[config.mk]
export PLATFORM = sky130hd
export DESIGN_NAME = data_sink_sequencer
export DESIGN_NICKNAME = d
export VERILOG_FILES = /design/src/rtl/data_sink_sequencer.sv
export SDC_FILE = /design/constraint.sdc
export NUM_CORES = 1
export LEC_CHECK = 0
export CORE_ASPECT_RATIO = 0.7
export CORE_UTILIZATION = 57
export CTS_CLUSTER_DIAMETER = 50
export DETAILED_ROUTE_END_ITERATION = 8
export PLACE_DENSITY = 0.8
export SLEW_MARGIN = 5
export SYNTH_ARGS = -nofsm -noshare
export SYNTH_HDL_FRONTEND = slang
export SYNTH_SLANG_ARGS = --single-unit
[constraint.sdc]
create_clock -name clk -period 37.2 [get_ports clk]
set_clock_uncertainty 0.15 [all_clocks]
set_input_delay 11.16 -clock clk [delete_from_list [all_inputs] [get_ports clk]]
set_output_delay 11.16 -clock clk [all_outputs]
set_load 0.02 [all_outputs]
[src/rtl/data_sink_sequencer.sv]
// Issues one broadcast enable word per transaction to a bank of data sinks,
// throttled by the slowest stream, and reports completion once every stream has drained.
module data_sink_sequencer #(
  parameter int NUM_STREAMS     = 4,
  parameter int CNT_W           = 16,
  parameter int MAX_OUTSTANDING = 2
) (
  input  logic                   clk,
  input  logic                   rst_n,
  input  logic                   cmd_valid,
  output logic                   cmd_ready,
  input  logic [NUM_STREAMS-1:0] cmd_drop,
  input  logic [CNT_W-1:0]       cmd_count,
  output logic                   enable_valid,
  input  logic                   enable_ready,
  output logic [NUM_STREAMS-1:0] enable_data,
  input  logic [NUM_STREAMS-1:0] last_seen,
  output logic                   done_valid,
  input  logic                   done_ready,
  output logic [CNT_W-1:0]       done_count,
  output logic                   busy
);

  typedef enum logic [1:0] {IDLE = 2'd0, ISSUE = 2'd1, DRAIN = 2'd2, DONE = 2'd3} state_t;

  localparam logic [CNT_W-1:0] MAX_OUT = CNT_W'(MAX_OUTSTANDING);
  localparam logic [CNT_W-1:0] ONE     = CNT_W'(1);

  state_t                   state_r, state_s;
  logic [NUM_STREAMS-1:0]   mask_r;
  logic [CNT_W-1:0]         count_r;
  logic [CNT_W-1:0]         issued_r;
  logic [CNT_W-1:0]         completed_r [NUM_STREAMS];
  logic [CNT_W-1:0]         completed_s [NUM_STREAMS];
  logic [CNT_W-1:0]         min_completed_s;
  logic                     all_done_s;
  logic                     window_open_s;
  logic                     cmd_fire_s;
  logic                     enable_fire_s;

  assign cmd_fire_s    = cmd_valid && cmd_ready;
  assign enable_fire_s = enable_valid && enable_ready;

  // Saturating per-stream completion update; also tells whether all streams finish this cycle
  always_comb begin
    all_done_s = 1'b1;
    for (int i = 0; i < NUM_STREAMS; i++) begin
      if ((state_r != IDLE) && last_seen[i] && (completed_r[i] < count_r)) begin
        completed_s[i] = completed_r[i] + ONE;
      end else begin
        completed_s[i] = completed_r[i];
      end
      all_done_s = all_done_s & (completed_s[i] == count_r);
    end
  end

  // Issue window from the registered counters: slowest stream bounds how far issuing runs ahead
  always_comb begin
    min_completed_s = completed_r[0];
    for (int i = 1; i < NUM_STREAMS; i++) begin
      if (completed_r[i] < min_completed_s) begin
        min_completed_s = completed_r[i];
      end else begin
        min_completed_s = min_completed_s;
      end
    end
    if (min_completed_s >= issued_r) begin
      window_open_s = 1'b1;
    end else begin
      window_open_s = ((issued_r - min_completed_s) < MAX_OUT);
    end
  end

  // Next-state and output decode
  always_comb begin
    state_s      = state_r;
    cmd_ready    = (state_r == IDLE);
    busy         = (state_r != IDLE);
    done_valid   = (state_r == DONE);
    enable_valid = (state_r == ISSUE) && (issued_r < count_r) && window_open_s;
    enable_data  = mask_r;
    done_count   = count_r;
    case (state_r)
      IDLE: begin
        if (cmd_fire_s) begin
          state_s = (cmd_count == {CNT_W{1'b0}}) ? DONE : ISSUE;
        end else begin
          state_s = IDLE;
        end
      end
      ISSUE: begin
        if (enable_fire_s && ((issued_r + ONE) == count_r)) begin
          state_s = all_done_s ? DONE : DRAIN;
        end else begin
          state_s = ISSUE;
        end
      end
      DRAIN: begin
        if (all_done_s) begin
          state_s = DONE;
        end else begin
          state_s = DRAIN;
        end
      end
      DONE: begin
        if (done_ready) begin
          state_s = IDLE;
        end else begin
          state_s = DONE;
        end
      end
      default: begin
        state_s = IDLE;
      end
    endcase
  end

  // State, command latch and counters
  always_ff @(posedge clk) begin
    if (!rst_n) begin
      state_r  <= IDLE;
      mask_r   <= {NUM_STREAMS{1'b0}};
      count_r  <= {CNT_W{1'b0}};
      issued_r <= {CNT_W{1'b0}};
      for (int i = 0; i < NUM_STREAMS; i++) begin
        completed_r[i] <= {CNT_W{1'b0}};
      end
    end else begin
      state_r <= state_s;
      if (cmd_fire_s) begin
        mask_r   <= cmd_drop;
        count_r  <= cmd_count;
        issued_r <= {CNT_W{1'b0}};
        for (int i = 0; i < NUM_STREAMS; i++) begin
          completed_r[i] <= {CNT_W{1'b0}};
        end
      end else begin
        if (enable_fire_s) begin
          issued_r <= issued_r + ONE;
        end
        for (int i = 0; i < NUM_STREAMS; i++) begin
          completed_r[i] <= completed_s[i];
        end
      end
    end
  end

endmodule

==> impl_metrics.prom <==
# TYPE chip_impl_metric gauge
chip_impl_metric{name="p_per_area",unit="nW/um^2"} 28.8
chip_impl_metric{name="cts_buffers",unit=""} 9
chip_impl_metric{name="timing_worst_slew_pin_value",unit="ps"} 1110
chip_impl_metric{name="rows",unit=""} 41
chip_impl_metric{name="synthArstFlopShare",unit="%"} 0
chip_impl_metric{name="synth_largest_type_area_fraction",unit="%"} 16.0
chip_impl_metric{name="power",unit="W"} 0.000351
chip_impl_metric{name="worst_setup_hold_path_clk_slew",unit="ps"} 90
chip_impl_metric{name="fmax",unit="GHz"} 0.0444
chip_impl_metric{name="routed_wire_length_per_instance",unit="um"} 24.2
chip_impl_info{name="layout_commonest_cell",value="sky130_fd_sc_hd__ha_1"} 1
chip_impl_metric{name="synth_enable_flop_cells",unit=""} 48
chip_impl_info{name="grt_setup_unrepaired",value="false"} 1
chip_impl_metric{name="r2r_cells",unit=""} 39
chip_impl_metric{name="area.growth.synth_to_final",unit="%"} 11.3
chip_impl_metric{name="initial_core_util",unit="%"} 59.4
chip_impl_info{name="synth_top_cells_by_area",value="sky130_fd_sc_hd__ha_1 (16%), sky130_fd_sc_hd__edfxtp_1 (13%), sky130_fd_sc_hd__dfxtp_1 (9.9%), sky130_fd_sc_hd__xnor2_1 (6.6%), sky130_fd_sc_hd__nor2_1 (4.8%)"} 1
chip_impl_metric{name="cts.path.max_buffers",unit=""} 2
chip_impl_info{name="rr_startpoint",value="completed_r[0][9]"} 1
chip_impl_metric{name="nets_finish",unit=""} 1595
chip_impl_metric{name="drt_first_iter_violations",unit=""} 1581
chip_impl_metric{name="pin_count",unit=""} 53
chip_impl_metric{name="final_layout_size_suffix_gt1_share",unit="%"} 4.83
chip_impl_metric{name="syn_area_per_cell",unit="um^2"} 8.11
chip_impl_info{name="layout_common_cells",value="sky130_fd_sc_hd__ha_1 (140), sky130_fd_sc_hd__nor2_1 (139), sky130_fd_sc_hd__nand2_1 (117)"} 1
chip_impl_metric{name="yosys_warnings",unit=""} 0
chip_impl_metric{name="cp_slowest_stage_delay",unit="ps"} 710
chip_impl_metric{name="drt-pass1-iter-count",unit=""} 6
chip_impl_metric{name="vias_per_cell",unit=""} 6.67
chip_impl_metric{name="gpl_congestion",unit=""} 1.06
chip_impl_metric{name="route.layer.met1.wl",unit="mm"} 18.2
chip_impl_metric{name="postSynthCellCount",unit=""} 1348
chip_impl_metric{name="number_of_global_route_vias_before_repair",unit=""} 10000
chip_impl_metric{name="power.switching_fraction",unit="%"} 39.1
chip_impl_info{name="setup.worst_path.start_class",value="flop"} 1
chip_impl_metric{name="p_seq_share",unit="%"} 38.1
chip_impl_metric{name="synth_sequential_area_ratio",unit="%"} 23.1
chip_impl_metric{name="route.detailed.drc",unit=""} 0
chip_impl_metric{name="peakVddDrop",unit="uV"} 26.6
chip_impl_metric{name="largest_net_degree_at_the_start_of_global_routing",unit=""} 61
chip_impl_metric{name="drtAntennaViolNets",unit=""} 0
chip_impl_metric{name="synth.cell_area",unit="um^2"} 10900
chip_impl_metric{name="finalCriticalPeriod",unit="ps"} 22520
chip_impl_info{name="hold_path_startpoint",value="enable_data[2]"} 1
chip_impl_metric{name="power_switching",unit="W"} 0.000137
chip_impl_metric{name="slew_headroom",unit="%"} 26.1
chip_impl_metric{name="full_die_area",unit="um^2"} 19700
chip_impl_metric{name="cts_hold_buffers_added",unit=""} 0
chip_impl_metric{name="dp.final_hpwl",unit="mm"} 32.2
chip_impl_metric{name="detailroute.wirelength.met2",unit="mm"} 15.0
chip_impl_metric{name="fillers",unit=""} 1626
chip_impl_metric{name="detail_route.wirelength",unit="mm"} 40.4
chip_impl_metric{name="hold_violation_total_from_the_final_report",unit=""} 0
chip_impl_metric{name="number_of_sinks_handled_by_clock_tree_synthesis",unit=""} 102
chip_impl_info{name="clk_root_buffer_cell",value="sky130_fd_sc_hd__clkbuf_16"} 1
chip_impl_metric{name="grt.total_usage",unit="%"} 40.7
chip_impl_metric{name="cts_resized",unit=""} 0
chip_impl_info{name="maxUsedRoutingLayer",value="met5"} 1
chip_impl_metric{name="pwr-share-comb",unit="%"} 31.6
chip_impl_info{name="slowest_stage",value="sky130_fd_sc_hd__a21oi_1"} 1
chip_impl_metric{name="cts.htree.levels",unit=""} 3
chip_impl_metric{name="power.leakage",unit="nW"} 4.82
chip_impl_metric{name="regToRegSetupSlack",unit="ps"} 26240
chip_impl_metric{name="yosys_reg_bits",unit=""} 102
chip_impl_metric{name="post-cts-setup-buffers",unit=""} 0
chip_impl_metric{name="timing.critical_path.fanout_max",unit=""} 16
chip_impl_metric{name="worstSkewPairLatency",unit="ps"} 380
chip_impl_metric{name="max_cap_viol_count",unit=""} 0
chip_impl_info{name="clock_tree_from_tritoncts",value="yes"} 1
chip_impl_info{name="setup.worst_path.end_class",value="primary output"} 1
chip_impl_metric{name="layout.cells.non_filler",unit=""} 1667
chip_impl_metric{name="post-place-cells",unit=""} 1650
chip_impl_info{name="critical_path_class",value="flop to primary output"} 1
chip_impl_metric{name="antenna_violations_before_repair",unit=""} 1
chip_impl_metric{name="final_worst_path_period_share",unit="%"} 60.5
chip_impl_metric{name="die_height",unit="um"} 118
chip_impl_metric{name="overflow",unit=""} 0
chip_impl_info{name="critical_path.reg2reg.endpoint",value="issued_r[3]"} 1
chip_impl_info{name="synth_top_flop_cell",value="sky130_fd_sc_hd__dfxtp_1"} 1
chip_impl_metric{name="share_clk_of_total_power",unit="%"} 30.3
chip_impl_metric{name="holdPathStages",unit=""} 2
chip_impl_info{name="critical-path-top-cell-by-count",value="sky130_fd_sc_hd__a21oi_1"} 1
chip_impl_metric{name="p_int",unit="W"} 0.000214
chip_impl_metric{name="wl_met3",unit="mm"} 6.47
chip_impl_metric{name="port_buffers",unit=""} 52
chip_impl_metric{name="core",unit="um^2"} 18400
chip_impl_metric{name="worstPathArrival",unit="ps"} 11210
chip_impl_metric{name="area.sequential",unit="um^2"} 2520
chip_impl_metric{name="fp.dieW",unit="um"} 168
chip_impl_info{name="status",value="finished clean"} 1
chip_impl_metric{name="multi_input_area",unit="um^2"} 8080
chip_impl_metric{name="hold_slack",unit="ps"} 314
chip_impl_info{name="yosys.area.top_type",value="sky130_fd_sc_hd__ha_1"} 1
chip_impl_metric{name="critPathRequiredTime",unit="ps"} 25890
chip_impl_metric{name="wire_length_of_the_first_global_routing_pass",unit="mm"} 60.3
chip_impl_info{name="hold_path_sink",value="enable_data[2]"} 1
chip_impl_metric{name="final-max-slew-violation-count",unit=""} 0
chip_impl_metric{name="routed-via-count",unit=""} 11100
chip_impl_metric{name="count_of_endpoints_failing_setup_in_the_final_report",unit=""} 0
chip_impl_metric{name="setup_total_negative_slack",unit="ps"} 0
chip_impl_info{name="kind_of_path_behind_the_tightest_hold_check",value="flop to flop"} 1
chip_impl_metric{name="synthDistinctLibCells",unit=""} 85
power by group through the flow:
stage	clock, W	sequential, W	combinational (W)
global route	0.000110	0.000134	0.000119
finish	0.000106	0.000134	0.000111
floorplan	0	0.000132	0.0000699
global placement	0	0.000135	0.000104
CTS	0.000106	0.000133	0.000106
detailed placement	0	0.000136	0.000105
per-stage QoR:
stage | setup slack [ps] | cell area, um^2 | util (%)
CTS | 14950 | 12200 | 66.1
floorplan | 17160 | 11100 | -
global route | 14140 | 12200 | 66.1
finish | 14680 | 12200 | 66.1
global placement | 15700 | 11900 | 64.4
detailed placement | 15370 | 11900 | 64.4
worst max path at each step:
stage	from	endpoint	slack (ps)	cells past startpoint
2_1_floorplan	completed_r[0][9]	enable_valid	17160	44
3_3_place_gp	completed_r[0][9]	enable_valid	15700	38
3_5_place_dp	completed_r[0][9]	enable_valid	15370	38
4_1_cts	completed_r[0][9]	enable_valid	14950	38
5_1_grt	completed_r[0][9]	enable_valid	14140	39
6_report	completed_r[0][9]	enable_valid	14680	38
layout make-up:
class / instances / area share [%]
diodes: 1 / 0.0206
clock buffers: 9 / 1.85
clock inverters: 7 / 0.750
inverters: 84 / 2.59
multi-input cells: 1160 / 66.4
flip-flops and latches: 102 / 20.7
well taps: 236 / 2.43
repair buffers: 68 / 5.26
registers in the layout, indices dropped and copies added, names as in the netlist:
name	cells
state_r	2
issued_r	16
enable_data	4
completed_r	64
done_count	16
routing by layer:
metal  up-vias  global-route usage, %
met2       771                   52.7
met5         -                      0
li1       5060                      -
met3        78                   16.0
met4         2                   9.52
met1      5214                   61.1
cells in the mapped netlist, types with 4 or more instances:
master                      instances
sky130_fd_sc_hd__a31oi_1           10
sky130_fd_sc_hd__dfxtp_1           54
sky130_fd_sc_hd__nand4b_1           5
sky130_fd_sc_hd__clkbuf_1          43
sky130_fd_sc_hd__o22ai_1            5
sky130_fd_sc_hd__o21ai_0           40
sky130_fd_sc_hd__inv_1             82
sky130_fd_sc_hd__and2_1            25
sky130_fd_sc_hd__a211o_1            5
sky130_fd_sc_hd__xnor2_1           82
sky130_fd_sc_hd__o41ai_1            4
sky130_fd_sc_hd__and4_1            11
sky130_fd_sc_hd__a211oi_1           7
sky130_fd_sc_hd__nor2_1           139
sky130_fd_sc_hd__o221ai_1           5
sky130_fd_sc_hd__buf_2              4
sky130_fd_sc_hd__nand3_1           39
sky130_fd_sc_hd__o211ai_1          30
sky130_fd_sc_hd__o21bai_1           4
sky130_fd_sc_hd__a2111oi_0          9
sky130_fd_sc_hd__ha_1             140
sky130_fd_sc_hd__mux2_2            20
sky130_fd_sc_hd__nor3_1            34
sky130_fd_sc_hd__or4_1              9
sky130_fd_sc_hd__nand4_1           37
sky130_fd_sc_hd__a21oi_1           67
sky130_fd_sc_hd__or3_1             13
sky130_fd_sc_hd__o21a_1            22
sky130_fd_sc_hd__a21boi_0          22
sky130_fd_sc_hd__mux2_1             6
sky130_fd_sc_hd__edfxtp_1          48
sky130_fd_sc_hd__nand2_1          118
sky130_fd_sc_hd__nor4_1            20
sky130_fd_sc_hd__xor2_1            27
sky130_fd_sc_hd__a21o_1            21
sky130_fd_sc_hd__and3_1            20
sky130_fd_sc_hd__nand2b_1          13
sky130_fd_sc_hd__nor2b_1           10
sky130_fd_sc_hd__o31ai_1            9
sky130_fd_sc_hd__mux2i_1           16
sky130_fd_sc_hd__nor3b_1            7
worst max-delay path: cells and delay by family, from the launching register on:
family          cells  cell delay (ps)
mux                 2              870
simple gates        8             1630
buf+inv             2              890
flops               1              500
compound gates     22             5780
fa+ha+maj           4             1180
logic make-up (layout without fill, tap and decap cells):
group / after synthesis / count (layout) / share of synthesized area (%)
AOI/OAI and AO/OA: 303 / 303 / 19.4
xor gates and xnor gates: 109 / 109 / 8.73
adders and majority gates: 143 / 143 / 16.4
buffers and inverters: 133 / 168 / 4.68
DFF: 102 / 102 / 23.1
muxes: 42 / 42 / 4.14
other: 1 / 49 / 0.0343
and+or+nand+nor: 515 / 515 / 23.6
No activity file was read; power rests on OpenSTA's default activity.
